`src/rtl/fixed_sqrt_hs.sv`:
```
// Handshaked unsigned fixed-point square root, one root bit per clock (restoring digit recurrence).
// Result is Q(WIDTH-FRAC).FRAC; remainder and exact flag always refer to the truncated root.
module fixed_sqrt_hs #(
    parameter int WIDTH = 16,
    parameter int FRAC  = 8,
    parameter int ROUND = 0
) (
    input  logic             clk,
    input  logic             rst,
    input  logic             in_valid,
    output logic             in_ready,
    input  logic [WIDTH-1:0] x_in,
    output logic             out_valid,
    input  logic             out_ready,
    output logic [WIDTH-1:0] sqrt_out,
    output logic [WIDTH:0]   rem_out,
    output logic             exact
);
    localparam int W2   = WIDTH + FRAC + ((WIDTH + FRAC) % 2);
    localparam int ITER = W2 / 2;
    localparam int RW   = ITER + 2;
    localparam int CW   = $clog2(ITER);

    typedef enum logic [1:0] {S_IDLE, S_CALC, S_DONE} state_t;

    state_t            r_state;
    state_t            w_state_nx;
    logic [W2-1:0]     r_n;
    logic [ITER-1:0]   r_root;
    logic [RW-1:0]     r_rem;
    logic [CW-1:0]     r_cnt;
    logic [WIDTH-1:0]  r_sqrt;
    logic [WIDTH:0]    r_rem_o;
    logic              r_exact;

    logic              w_acc;
    logic              w_last;
    logic [RW-1:0]     w_rem_sh;
    logic [RW-1:0]     w_trial;
    logic              w_ge;
    logic [RW-1:0]     w_rem_nx;
    logic [ITER-1:0]   w_root_nx;
    logic              w_rnd_up;
    logic [WIDTH:0]    w_sq_inc;
    logic [WIDTH-1:0]  w_sq_fin;

    assign w_acc  = (r_state == S_IDLE) && in_valid;
    assign w_last = (r_state == S_CALC) && (r_cnt == '0);

    // Bring down the next two operand bits and try subtracting 4R+1.
    assign w_rem_sh  = {r_rem[RW-3:0], r_n[W2-1 -: 2]};
    assign w_trial   = {r_root, 2'b01};
    assign w_ge      = (w_rem_sh >= w_trial);
    assign w_rem_nx  = w_ge ? (w_rem_sh - w_trial) : w_rem_sh;
    assign w_root_nx = {r_root[ITER-2:0], w_ge};

    // Root+1 is nearer whenever remainder exceeds R; clamp at all-ones.
    assign w_rnd_up = (ROUND != 0) && (w_rem_nx > RW'(w_root_nx));
    assign w_sq_inc = (WIDTH+1)'(w_root_nx) + (WIDTH+1)'(1);
    assign w_sq_fin = !w_rnd_up       ? WIDTH'(w_root_nx) :
                      w_sq_inc[WIDTH] ? '1                : w_sq_inc[WIDTH-1:0];

    always_ff @(posedge clk) begin
        if (rst) r_state <= S_IDLE;
        else     r_state <= w_state_nx;
    end

    always_comb begin
        w_state_nx = r_state;
        case (r_state)
            S_IDLE:  if (in_valid)  w_state_nx = S_CALC;
            S_CALC:  if (r_cnt == '0) w_state_nx = S_DONE;
            S_DONE:  if (out_ready) w_state_nx = S_IDLE;
            default: w_state_nx = S_IDLE;
        endcase
    end

    always_comb begin
        in_ready  = (r_state == S_IDLE);
        out_valid = (r_state == S_DONE);
    end

    always_ff @(posedge clk) begin
        if (rst) begin
            r_n     <= '0;
            r_root  <= '0;
            r_rem   <= '0;
            r_cnt   <= '0;
            r_sqrt  <= '0;
            r_rem_o <= '0;
            r_exact <= 1'b0;
        end else if (w_acc) begin
            r_n    <= W2'(x_in) << FRAC;
            r_root <= '0;
            r_rem  <= '0;
            r_cnt  <= CW'(ITER - 1);
        end else if (r_state == S_CALC) begin
            r_n    <= r_n << 2;
            r_root <= w_root_nx;
            r_rem  <= w_rem_nx;
            if (r_cnt != '0) r_cnt <= r_cnt - 1'b1;
            if (w_last) begin
                r_sqrt  <= w_sq_fin;
                r_rem_o <= (WIDTH+1)'(w_rem_nx);
                r_exact <= (w_rem_nx == '0);
            end
        end
    end

    assign sqrt_out = r_sqrt;
    assign rem_out  = r_rem_o;
    assign exact    = r_exact;
endmodule

```
`config.mk`:
```
export PLATFORM = sky130hd
export DESIGN_NAME = fixed_sqrt_hs
export DESIGN_NICKNAME = d
export VERILOG_FILES = /design/src/rtl/fixed_sqrt_hs.sv
export SDC_FILE = /design/constraint.sdc
export NUM_CORES = 1
export LEC_CHECK = 0
export ABC_AREA = 1
export CAP_MARGIN = 30
export CORE_MARGIN = 3
export CORE_UTILIZATION = 51
export CTS_BUF_LIST = sky130_fd_sc_hd__clkbuf_2
export DETAILED_ROUTE_END_ITERATION = 7
export PLACE_DENSITY = 0.78
export SLEW_MARGIN = 20
export SYNTH_ARGS = -nofsm -noshare
export SYNTH_HDL_FRONTEND = slang
export SYNTH_SLANG_ARGS = --single-unit
```
`constraint.sdc`:
```
create_clock -name clk -period 2.03 [get_ports clk]
set_input_delay 0.406 -clock clk [delete_from_list [all_inputs] [get_ports clk]]
set_output_delay 0.406 -clock clk [all_outputs]
set_load 0.01 [all_outputs]
```
==> results of run 1 <==
-- logic make-up after synthesis --
group | after synthesis
compound gates | 87
simple gates | 303
buf+inv | 124
flops | 73
other cells | 1
fa+ha+maj | 16
xor+xnor | 5
-- worst max-delay path, cell delays in order (launching register included) --
cell	delay, ps
dfxtp_2	380
inv_2	50
ha_4	290
nand3_2	110
nor2_2	110
nand3_1	100
nand2_2	100
nor2_4	50
buf_12	140
buf_12	140
nand3_2	80
nand2_2	70
nor2_2	110
nand2_1	70
nor2_1	140
nand3_1	110
a21oi_2	140
-- synthesized netlist by cell type, drive strengths merged --
cell	count	area share
ha	16	0.050
a21oi	26	0.035
clkbuf	15	0.014
xnor2	1	0.0022
a221oi	1	0.0022
nand4	5	0.0078
buf	16	0.029
o211ai	5	0.0094
nor3	2	0.0025
nor2	80	0.080
a211oi	11	0.021
nand2	180	0.17
inv	92	0.086
xor2	4	0.0088
a21boi	1	0.0028
o31ai	1	0.0019
nand3	36	0.049
a31oi	17	0.027
conb	1	0.00094
clkinv	1	0.00094
dfxtp	73	0.37
o21ai	25	0.031
-- area by class of cell --
cell class	instances	area [um2]	area share
sequential	73	1490	0.248
inverter	93	359	0.0597
clock inverter	6	83.8	0.0139
multi-input combinational	420	2620	0.435
clock buffer	9	45.0	0.00749
timing repair buffer	144	1290	0.215
tap	99	124	0.0206
-- layer usage --
| layer | global-route usage | up-vias | wire [um] |
|---|---|---|---|
| li1 | - | 2175 | - |
| met1 | 0.296 | 2131 | 4930 |
| met2 | 0.507 | 196 | 6850 |
| met3 | 0.0598 | 66 | 691 |
| met4 | 0.145 | 0 | 622 |
| met5 | 0 | - | 0 |
-- worst paths after layout --
check | start | to | slack (ps) | cells past startpoint
worst min-delay path | x_in[0] | r_n[8]$_SDFFE_PP0P_ | 400 | 3
worst max register to register | r_root[0]$_SDFFE_PP0P_ | exact$_SDFFE_PP0P_ | -230 | 16
worst min register to register | r_root[11]$_SDFFE_PP0P_ | r_root[11]$_SDFFE_PP0P_ | 480 | 2
worst max-delay path | r_root[0]$_SDFFE_PP0P_ | exact$_SDFFE_PP0P_ | -230 | 16
-- layout by cell type (no fill, tap or decap), types with 5 or more instances in the layout --
cell             count
inv_1               73
nand4_1              5
nand2_2             38
buf_6               11
nand2_4             10
a31oi_1             17
dfxtp_2             22
a21oi_1             19
nand3_2             17
nor2_2              13
nor2_4               5
a21oi_2              6
clkdlybuf4s50_1     46
inv_2               16
o211ai_1             5
conb_1               7
nand2_1            133
nor2_1              62
dfxtp_1             51
buf_4               81
ha_4                12
o21ai_0              6
a211oi_1            11
clkbuf_2             9
nand3_1             16
o21ai_2             15
-- power by group --
group          switching, mW  internal (mW)
combinational           1.79           1.45
sequential            0.0915           1.56
clock                  0.536          0.395
-- through the flow --
| stage | setup slack (ps) | hold slack (ps) | instance area (um2) | util |
|---|---|---|---|---|
| global placement | -170 | 449 | 5010 | 0.677 |
| floorplan | 23.3 | 441 | 4020 | - |
| detailed placement | -206 | 458 | 5010 | 0.677 |
| global route | -344 | 395 | 6010 | 0.811 |
| CTS | -88.4 | 400 | 5650 | 0.763 |
| finish | -227 | 397 | 6010 | 0.811 |
-- what timing repair did --
action	4_1_cts	5_1_grt
buffers inserted	17	6
hold endpoints to repair	0	0
pin swaps	37	49
setup endpoints to repair	27	28
gates resized for setup	92	107
gates cloned	3	1
hold buffers	0	0
-- state kept, by name (all words and copies together) (netlist names) --
| signal | cells |
|---|---|
| r_root | 12 |
| rem_out | 14 |
| exact | 1 |
| r_cnt | 4 |
| r_n | 16 |
| r_rem | 12 |
| r_state | 2 |
| sqrt_out | 12 |
==> impl_metrics.csv, run 1 <==
group,metric,value,unit
timing,worst_slack,-227,ps
timing,finalMaxSlewViolations,0,
cts,cts_tree,"done",
layout,finish.net_count,777,
drt,drt_first_pass_iters,8,
cts,clk_pin_slew,220,ps
global_route,track_usage,0.277,
timing,timing.fmax,0.443,GHz
layout,instances_no_fill,844,
global_route,grt_max_degree,45,
yosys,synth_top_family_by_area,"simple AND/OR/NAND/NOR gates",
critical_path,crit_path_end_kind,"flip-flop",
yosys,synth_area,0.00399,mm2
place,dp_cells,804,
critical_path,crit_type,"reg2reg",
timing,tightest_slew,588,ps
yosys,synth-simple-area-share,0.312,
yosys,synth_cells,609,
floorplanning,start_util,0.539,
layout,nFillCells,485,
global_route,grt_pass1_wl,19400,um
yosys,avgSynthCellArea,6.56,um2
global_route,antenna_found_initial,0,
run_status,violations,"DRC, setup timing",
cts,clockRootBuffer,"clkbuf_2",
job,max-cap-violations,0,
place,gp_routability_congestion,0.930,
critical_path,cp_max_fo,6,
drt,drc,1,
timing,final.setup.tns,-590,ps
global_route,overflow,0,
yosys,synth.distinct_cells,34,
place,io_buffers,48,
timing,period_needed,2260,ps
min_path,min_path_type,"in2reg",
timing,slew_headroom,0.608,
floorplanning,num_rows,31,
layout,drive_gt1_frac,0.366,
timing,hold_violations,0,
cts,clkLatencyLatePin,540,ps
power,power.leakage,2.76,nW
cts,clk_path_buf_depth,2,
layout,syn_to_final_growth,50.5,%
drt,final_antenna_net_count,0,
critical_path,worstPathArrival,2740,ps
drt,vias,4568,
yosys,synth.area.mux_share,0,
timing,setup_violations,6,
cts,cts.sinks,73,
floorplanning,io_pins,56,
drt,wl,13100,um
floorplanning,die_area,0.00893,mm2
timing,fin_crit_sh,1.11,
cts,numCtsBuffers,9,
yosys,synthAdderAreaFrac,0.0501,
yosys,synth_warnings,0,
power,ir_drop,0.000602,V
floorplanning,coreArea,0.00741,mm2
timing,skew,21.0,ps
drt,wl_per_cell,15.5,um
drt,viasPerCell,5.41,
yosys,synth-seq-cells,73,
critical_path,worstPathRequired,2510,ps
layout,diodes,0,
power,p_total,5.82,mW
critical_path,setup.worst_path.start_class,"flip-flop",
run_status,status,"complete, but fails checks",
yosys,synth_compound_area_frac,0.130,
global_route,grt_pass1_vias,4331,
yosys,synth-seq-area-share,0.366,
cts,h-tree-depth,3,
floorplanning,die_w,94.5,um
timing,grt_setup_unrepaired,"true",
place,dp_hpwl,8030,um
power,power.density,969,mW/mm2
drt,drtIter0Drc,281,
floorplanning,die_h,94.5,um
yosys,synth-xor-area-share,0.0110,
Power figures use the tool's default switching activity.
==> run 2: changes to the inputs <==
--- a/config.mk
+++ b/config.mk
@@ -10,6 +10,7 @@
 export CORE_MARGIN = 3
 export CORE_UTILIZATION = 51
 export CTS_BUF_LIST = sky130_fd_sc_hd__clkbuf_2
+export CTS_CLUSTER_DIAMETER = 60
 export DETAILED_ROUTE_END_ITERATION = 7
 export PLACE_DENSITY = 0.78
 export SLEW_MARGIN = 20
==> results of run 2 <==
Same layout as run 1: the final DEF is identical, and so are final timing and power.
